## src/rtl/systolic_array_mxn.sv

```systemverilog
// rtl/systolic_array_mxn.sv - output-stationary N x M systolic GEMM engine with internal operand skew
// Define SYSTOLIC_SAT_EN to clamp results to the signed CW range on capture (default: truncate).

module systolic_array_mxn #(
    parameter int N    = 4,
    parameter int M    = 4,
    parameter int DW   = 8,
    parameter int ACCW = 20,
    parameter int CW   = 16,
    parameter int KMAX = 255,
    parameter int KW   = $clog2(KMAX + 1)
) (
    input  logic              clk,
    input  logic              rst,
    input  logic              start,
    input  logic [KW-1:0]     k_len,
    input  logic              in_valid,
    output logic              in_ready,
    input  logic [N*DW-1:0]   a_col_flat,
    input  logic [M*DW-1:0]   b_row_flat,
    output logic              busy,
    output logic              done,
    output logic              c_valid,
    output logic [N*M*CW-1:0] C_flat
);
    localparam int DCW = $clog2(N + M + 1);
    localparam int PW  = 2 * DW;
    localparam logic [1:0] S_IDLE   = 2'd0;
    localparam logic [1:0] S_STREAM = 2'd1;
    localparam logic [1:0] S_DRAIN  = 2'd2;
`ifdef SYSTOLIC_SAT_EN
    localparam logic signed [ACCW-1:0] SAT_MAX = ACCW'((2 ** (CW - 1)) - 1);
    localparam logic signed [ACCW-1:0] SAT_MIN = ~SAT_MAX;
`endif

    logic [1:0]          state_q, state_d;
    logic [KW-1:0]       k_q, k_d, beat_q, beat_d;
    logic [DCW-1:0]      drain_q, drain_d;
    logic                done_q, done_d, cvalid_q, cvalid_d;
    logic [N*M*CW-1:0]   c_q, c_d;
    logic                fire, clear;

    // Operand buses carry {valid, data}; bubbles travel as valid=0.
    logic [N-1:0][M-1:0][DW:0]   a_in, b_in;
    logic [N-1:0][M-1:0][ACCW-1:0] acc_w;

    assign in_ready = (state_q == S_STREAM);
    assign fire     = in_ready && in_valid;
    assign clear    = (state_q == S_IDLE) && start;
    assign busy     = (state_q != S_IDLE);
    assign done     = done_q;
    assign c_valid  = cvalid_q;
    assign C_flat   = c_q;

    for (genvar gi = 0; gi < N; gi++) begin : g_askew
        logic [DW:0] sr_q [gi+1];
        always_ff @(posedge clk) begin
            if (rst || clear) begin
                for (int s = 0; s <= gi; s++) sr_q[s] <= '0;
            end else begin
                sr_q[0] <= {fire, a_col_flat[gi*DW +: DW]};
                for (int s = 1; s <= gi; s++) sr_q[s] <= sr_q[s-1];
            end
        end
        assign a_in[gi][0] = sr_q[gi];
    end

    for (genvar gj = 0; gj < M; gj++) begin : g_bskew
        logic [DW:0] sr_q [gj+1];
        always_ff @(posedge clk) begin
            if (rst || clear) begin
                for (int s = 0; s <= gj; s++) sr_q[s] <= '0;
            end else begin
                sr_q[0] <= {fire, b_row_flat[gj*DW +: DW]};
                for (int s = 1; s <= gj; s++) sr_q[s] <= sr_q[s-1];
            end
        end
        assign b_in[0][gj] = sr_q[gj];
    end

    for (genvar gi = 0; gi < N; gi++) begin : g_row
        for (genvar gj = 0; gj < M; gj++) begin : g_pe
            logic signed [ACCW-1:0] acc_q;
            logic signed [PW-1:0]   prod;
            assign prod = PW'($signed(a_in[gi][gj][DW-1:0])) * PW'($signed(b_in[gi][gj][DW-1:0]));
            always_ff @(posedge clk) begin
                if (rst || clear)
                    acc_q <= '0;
                else if (a_in[gi][gj][DW] && b_in[gi][gj][DW])
                    acc_q <= acc_q + ACCW'(prod);
            end
            assign acc_w[gi][gj] = acc_q;
            if (gj < M - 1) begin : g_a
                logic [DW:0] a_q;
                always_ff @(posedge clk) begin
                    if (rst || clear) a_q <= '0;
                    else              a_q <= a_in[gi][gj];
                end
                assign a_in[gi][gj+1] = a_q;
            end
            if (gi < N - 1) begin : g_b
                logic [DW:0] b_q;
                always_ff @(posedge clk) begin
                    if (rst || clear) b_q <= '0;
                    else              b_q <= b_in[gi][gj];
                end
                assign b_in[gi+1][gj] = b_q;
            end
        end
    end

    function automatic logic [CW-1:0] reduce(input logic signed [ACCW-1:0] v);
`ifdef SYSTOLIC_SAT_EN
        if (v > SAT_MAX)      reduce = CW'(SAT_MAX);
        else if (v < SAT_MIN) reduce = CW'(SAT_MIN);
        else                  reduce = CW'(v);
`else
        reduce = CW'(v);
`endif
    endfunction

    always_comb begin
        state_d  = state_q;
        k_d      = k_q;
        beat_d   = beat_q;
        drain_d  = drain_q;
        cvalid_d = cvalid_q;
        done_d   = 1'b0;
        c_d      = c_q;
        case (state_q)
            S_IDLE: begin
                if (start) begin
                    k_d      = k_len;
                    beat_d   = '0;
                    drain_d  = '0;
                    cvalid_d = 1'b0;
                    state_d  = (k_len == '0) ? S_DRAIN : S_STREAM;
                end
            end
            S_STREAM: begin
                if (fire) begin
                    beat_d = beat_q + KW'(1);
                    if (beat_d == k_q) state_d = S_DRAIN;
                end
            end
            S_DRAIN: begin
                // Last PE takes its final product N+M-1 edges after the last beat.
                if (drain_q == DCW'(N + M - 1)) begin
                    for (int i = 0; i < N; i++)
                        for (int j = 0; j < M; j++)
                            c_d[(i*M+j)*CW +: CW] = reduce($signed(acc_w[i][j]));
                    cvalid_d = 1'b1;
                    done_d   = 1'b1;
                    state_d  = S_IDLE;
                end else begin
                    drain_d = drain_q + DCW'(1);
                end
            end
            default: state_d = S_IDLE;
        endcase
    end

    always_ff @(posedge clk) begin
        if (rst) begin
            state_q  <= S_IDLE;
            k_q      <= '0;
            beat_q   <= '0;
            drain_q  <= '0;
            cvalid_q <= 1'b0;
            done_q   <= 1'b0;
            c_q      <= '0;
        end else begin
            state_q  <= state_d;
            k_q      <= k_d;
            beat_q   <= beat_d;
            drain_q  <= drain_d;
            cvalid_q <= cvalid_d;
            done_q   <= done_d;
            c_q      <= c_d;
        end
    end
endmodule
```

## config.mk

```make
export PLATFORM = sky130hd
export DESIGN_NAME = systolic_array_mxn
export DESIGN_NICKNAME = d
export VERILOG_FILES = /design/src/rtl/systolic_array_mxn.sv
export SDC_FILE = /design/constraint.sdc
export NUM_CORES = 2
export LEC_CHECK = 0
export ABC_CLOCK_PERIOD_IN_PS = 6990
export BUFFER_PORTS_ARGS = -buffer_cell sky130_fd_sc_hd__buf_2
export CAP_MARGIN = 30
export CELL_PAD_IN_SITES_DETAIL_PLACEMENT = 1
export CELL_PAD_IN_SITES_GLOBAL_PLACEMENT = 1
export CORE_ASPECT_RATIO = 1.25
export CORE_MARGIN = 4
export CORE_UTILIZATION = 50
export DETAILED_ROUTE_END_ITERATION = 8
export GPL_ROUTABILITY_DRIVEN = 0
export HOLD_SLACK_MARGIN = 0.12
export PLACE_DENSITY_LB_ADDON = 0.1
export SLEW_MARGIN = 15
export SYNTH_ARGS = -nofsm -noshare
export SYNTH_HDL_FRONTEND = slang
export SYNTH_SLANG_ARGS = --single-unit
```

## constraint.sdc

```tcl
create_clock -name clk -period 6.99 [get_ports clk]
set_input_delay 0.699 -clock clk [delete_from_list [all_inputs] [get_ports clk]]
set_output_delay 0.699 -clock clk [all_outputs]
set_load 0.01 [all_outputs]
```

=== Word level (Yosys, flattened, before mapping) ===
Memories as Yosys holds them, arrays and structs flattened.
Index checks and enable logic that the tools add are counted.
Widths: inputs -> output; s select.

* $add $sub $neg: 18
* $mul: 16
* Div/mod/pow operators: 0
* Order comparisons: 0
* Equal/unequal tests: 9
* Shift-type cells: 0
* Mux-type cells: 41
* Bitwise operators: 19
* Reduce and logical (&&, ||, !) cells: 33

{| class="wikitable"
|+ Operators by type and width
! cell !! count
|-
| $add 20x16->20 || 16
|-
| $mul 8x8->16 || 16
|-
| $mux 9 || 20
|-
| $logic_and 1x1->1 || 18
|-
| $or 1x1->1 || 18
|-
| $reduce_or 9->1 || 2
|-
| $mux 8 || 2
|-
| $pmux 8 s2 || 1
|-
| $mux 2 || 5
|-
| $reduce_and 3->1 || 3
|-
| $add 8x1->8 const B || 1
|-
| $eq 8x8->1 || 1
|-
| $logic_not 8->1 || 1
|-
| $mux 1 || 8
|-
| $mux 4 || 2
|-
| $pmux 4 s2 || 1
|-
| $ne 2x2->1 const B || 3
|-
| $pmux 2 s3 || 1
|-
| $reduce_bool 2->1 || 3
|-
| $add 4x1->4 const B || 1
|-
| $eq 4x3->1 const B || 1
|-
| $ne 2x1->1 const B || 2
|-
| $reduce_and 2->1 || 2
|-
| $reduce_and 4->1 || 1
|-
| 7 further kinds || 7
|}

* Flip-flop bits (word level): 816
* Latch bits: 0
* RAM bits: 180
* ROM bits: 0
* Input bits: 76
* Output and inout bits: 260
* Word-level logic and storage cells: 191
* Memories: 8

{| class="wikitable"
|+ Memories
! name !! words !! bits a word !! rd ports !! clocked after Yosys merged registers in !! write ports !! RTL line !! source
|-
| g_askew[3].sr_q || 4 || 9 || 4 || 0 || 4 || 56 || <nowiki>logic [DW:0] sr_q [gi+1];</nowiki>
|-
| g_bskew[3].sr_q || 4 || 9 || 4 || 0 || 4 || 69 || <nowiki>logic [DW:0] sr_q [gj+1];</nowiki>
|-
| g_askew[2].sr_q || 3 || 9 || 3 || 0 || 3 || 56 ||
|-
| g_bskew[2].sr_q || 3 || 9 || 3 || 0 || 3 || 69 ||
|-
| g_askew[1].sr_q || 2 || 9 || 2 || 0 || 2 || 56 ||
|-
| g_bskew[1].sr_q || 2 || 9 || 2 || 0 || 2 || 69 ||
|-
| 2 more memories || - || - || - || - || - || - ||
|}

=== Logic depth before layout (Yosys ltp) ===
* Word-level depth: 6
* Depth in mapped cells: 20
* Gate-level depth less buffers: 19

=== Worst setup path after synthesis ===
No wires, ideal clock.

* Path type: register to register
* From: reg g_row[1].g_pe[0].g_b.b_q[0]
* To: reg g_row[2].g_pe[0].acc_q[14]
* Library setup time: 0.133 ns
* Arrival time: 4.864 ns
* Required time: 6.857 ns
* Slack: 1.994 ns
* Stages on the path, launching flop included: 17
* Path buffers: 1
* Period minus slack after synthesis: 4.996 ns
* Cell sequence: dfxtp_1 clkbuf_1 and2_1 inv_1 fa_1 inv_1 fa_1 fa_1 fa_1 fa_1 ha_1 o21ai_0 o21bai_1 o311a_1 o41ai_1 xor2_1 a21oi_1

* Longest elaborated chain between the ends: 2

{| class="wikitable"
|+ RTL lines
! element !! RTL line !! source
|-
| start: declaration || 102 || <nowiki>logic [DW:0] b_q;</nowiki>
|-
| start signal: assignment || 105 || <nowiki>else b_q <= b_in[gi][gj];</nowiki>
|-
| $mul 8x8->16 || 85 || <nowiki>assign prod = PW'($signed(a_in[gi][gj][DW-1:0])) * PW'($signed(b_in[gi][gj][DW-1:0]));</nowiki>
|-
| $add 20x16->20 || 90 || <nowiki>acc_q <= acc_q + ACCW'(prod);</nowiki>
|-
| end signal: assignment || 90 ||
|-
| end: declaration || 83 || <nowiki>logic signed [ACCW-1:0] acc_q;</nowiki>
|}

No other way between the ends.
A chain may end at the register's enable or synchronous reset.

=== Worst setup path in the final report ===
* From: reg g_row[0].g_pe[1].g_a.a_q[7]
* To: reg g_row[0].g_pe[2].acc_q[15]

* Longest elaborated chain between the ends: 2

{| class="wikitable"
|+ RTL lines
! element !! RTL line !! source
|-
| start: declaration || 94 || <nowiki>logic [DW:0] a_q;</nowiki>
|-
| start signal: assignment || 97 || <nowiki>else a_q <= a_in[gi][gj];</nowiki>
|-
| $mul 8x8->16 || 85 ||
|-
| $add 20x16->20 || 90 ||
|-
| end signal: assignment || 90 ||
|-
| end: declaration || 83 ||
|}

No other way between the ends.

==> impl_metrics.ini <==
[floorplan]
rows = 157
start_util_pct = 50.5
die_width_um = 352
fp.dieH_um = 439
ios = 336
dieArea_um2 = 155000
core-area_um2 = 147000

[run_status]
outcome = complete, no violations

[pwr]
clockPowerShare_pct = 48.3
power_switching_w = 0.00280
seq_power_share_pct = 46.5
p_int_w = 0.00847
cellPowerDensity_nw_per_um2 = 139
sw_frac_of_total_pct = 24.9
p_comb_share_pct = 5.2
peakVddDrop_uv = 166
p_leak_nw = 40.3

[cts]
htreeDepth = 3
ctsLongestPathBuffers = 3
clkTransAtPathRegs_ns = 0.07
clk_latency_ns = 0.75
post-cts-setup-buffers = 0
cts_tree = yes
cts_sinks = 895
root_buffer = clkbuf_16
cts_buffers = 97

[synth]
synth_edf_count = 0
netlist_top_cells_count = inv_1 (1,160), fa_1 (1,136), nand2_1 (983), dfxtp_1 (895), and2_1 (859)
synthSimpleGateAreaFrac_pct = 15.3
ys.flop_type = dfxtp_1
synthAdderAreaFrac_pct = 40.7
synth.mux.area_fraction_pct = 2.30
syn_area_um2 = 74100
yosysTopAreaCellShare_pct = 30.7
synth_top_family_by_area = adder cells
yosys-top-cells-area = fa_1 (31%), dfxtp_1 (24%), ha_1 (10%)
syn_area_per_cell_um2 = 9.63
synth_xor_area_share_pct = 3.85
synth_compound_area_share_pct = 6.53
synth_cells = 7697
synth.most_common_cell = inv_1
ys_seq_area_share_pct = 24.2
async_reset_ff_share_pct = 0
yosys.area.top_type = fa_1
ys_seq_elements = 895
synth_cell_types = 56
synth_fp_nets = 9503
ys_warn_count = 0

[sta]
hold-worst-slack_ns = 0.173
rsz0062_at_grt = false
fin_worst_skew_ns = 0.0437
slew_viol_final = 0
hold_viol = 0
post-route-period-util_pct = 80.1
setup_violations = 0
slew_headroom_pct = 39.8
tightest_slew_ns = 0.903
fin_crit_ns = 5.60
fmax_mhz = 179
tns_ns = 0

[finish]
regArea_um2 = 17900
finalNetCount = 9746
instances_no_fill = 9934
num-fill-cells = 16600
multi_input_area_um2 = 50900
syn_to_final_growth_pct = 9.69
drive_gt1_share_pct = 6.89

[critical_path]
cp.required_ns = 7.59
crit_top_cell = fa_1
crit_slowest_cell = fa_1
r2r_start = g_row[0].g_pe[1].g_a.a_q[7]
reg2reg_slack_ns = 1.39
reg2reg_depth = 15
crit_arrival_ns = 6.20
crit_path_end_kind = register
crit_path_start_kind = register
critPathMaxStageDelay_ns = 0.59
path_cells = and2_1, inv_1, fa_1, inv_1, fa_1, fa_1, fa_1, fa_1, ha_1, a2111oi_0, o21ai_0, a41oi_1, a21oi_1, xnor2_1, a21oi_1
rr_endpoint = g_row[0].g_pe[2].acc_q[15]
path_max_fanout = 9
critical_path_class = register to register

[drt]
wl_um = 197000
wl_per_cell_um = 19.8
vias = 52100
drtIter0Drc = 2113
drcViolationCount = 0
firstDrtPassIters = 5
vias_per_cell = 5.24
ant_nets = 0

[job]
drv_cap = 0

[min_path]
hold_start = a_col_flat[6]
hp-class = input pin to register
hold_end = g_askew[0].sr_q[0][6]
hold_depth = 2

[place]
dpl.cell_count = 9714
hpwlAfterDp_um = 158000
port_buffers = 335

[grt]
grt_pass1_vias = 58800
grt_pass1_wl_um = 321000
antenna_found_initial = 11
grt_use_total_pct = 26.0
grt.overflow.total = 0
grt_start_max_net_pins = 164
[routing by layer]
metal	wire length, µm	global-route usage, %
met2	103000	48.2
met5	23	0
met4	5800	7.76
met1	82200	32.0
met3	6350	2.80
[per-stage QoR]
stage | utilization, % | total power (W) | setup slack (ns) | cell area, µm²
6_report | 55.3 | 0.0113 | 1.39 | 81300
3_3_place_gp | 52.8 | 0.00592 | 1.76 | 77500
4_1_cts | 55.3 | 0.0114 | 1.40 | 81300
2_1_floorplan | - | 0.00571 | 1.99 | 74100
5_1_grt | 55.3 | 0.0117 | 1.10 | 81300
3_5_place_dp | 52.8 | 0.00594 | 1.54 | 77600
[power groups by stage]
stage	sequential, W	clock [W]	combinational, W
CTS	0.00525	0.00559	0.000599
floorplan	0.00531	0	0.000406
global placement	0.00536	0	0.000559
finish	0.00525	0.00544	0.000591
global route	0.00525	0.00578	0.000668
detailed placement	0.00536	0	0.000579
[worst max path at each step]
stage	startpoint	endpoint	cells past startpoint	slack [ns]
after floorplan	g_row[1].g_pe[0].g_b.b_q[0]	g_row[2].g_pe[0].acc_q[14]	16	1.99
after global placement	g_row[1].g_pe[0].g_b.b_q[0]	g_row[2].g_pe[0].acc_q[14]	15	1.76
after detailed placement	g_row[0].g_pe[3].g_b.b_q[0]	g_row[1].g_pe[3].acc_q[15]	15	1.54
after CTS	g_row[0].g_pe[1].g_a.a_q[7]	g_row[0].g_pe[2].acc_q[15]	15	1.40
after global routing	g_row[0].g_pe[3].g_b.b_q[0]	g_row[1].g_pe[3].acc_q[15]	15	1.10
final	g_row[0].g_pe[1].g_a.a_q[7]	g_row[0].g_pe[2].acc_q[15]	15	1.39
[worst max-delay path, delay by kind of cell (launching register included)]
kind	cells	cell delay, ns
AND/OR/NAND/NOR	1	0.57
buffers and inverters	2	0.21
adder cells (fa/ha/maj)	6	2.72
XOR/XNOR	1	0.14
AO/OA/AOI/OAI	5	1.28
flip-flops	1	0.54
[state kept, by name, summed over array words and instances (netlist names), 8 cells and up]
signal	cells
g_bskew.sr_q	80
g_row.g_pe.g_b.b_q	99
g_askew.sr_q	82
g_row.g_pe.g_a.a_q	98
C_flat	256
g_row.g_pe.acc_q	256
k_q	8
beat_q	8
[layout make-up]
cell class              count  area share [%]
repair buffers            391            2.85
well taps                1908            2.94
multi-input cells        5385            62.6
flip-flops and latches    895            22.0
diodes                      5          0.0154
clock buffers             126            3.37
clock inverters            54           0.754
inverters                1170            5.40
[cells in the final DEF, fill, tap and decap left out, drive strengths merged, types with 293 or more instances in the layout]
cell type,netlist,final
inv,1160,1174
fa,1136,1136
nand2,983,983
dfxtp,895,895
and2,859,859
ha,594,594
a21oi,419,419
nor2,358,358
buf,8,358
xnor2,293,293
[what timing repair did]
action | in CTS | in global routing
resized for setup | 0 | 0
hold endpoints to repair | 33 | 0
setup endpoints to repair | 0 | 0
hold buffers | 33 | 0
[kinds of logic (layout without fill, tap and decap cells)]
logic type	after synthesis	count (layout)
DFF	895	895
adders and majority gates	1730	1730
other	0	5
and+or+nand+nor	2347	2347
AOI/OAI and AO/OA	812	812
muxes	170	170
xor gates and xnor gates	326	326
buffers and inverters	1417	1741
Power figures use the tool's default switching activity.
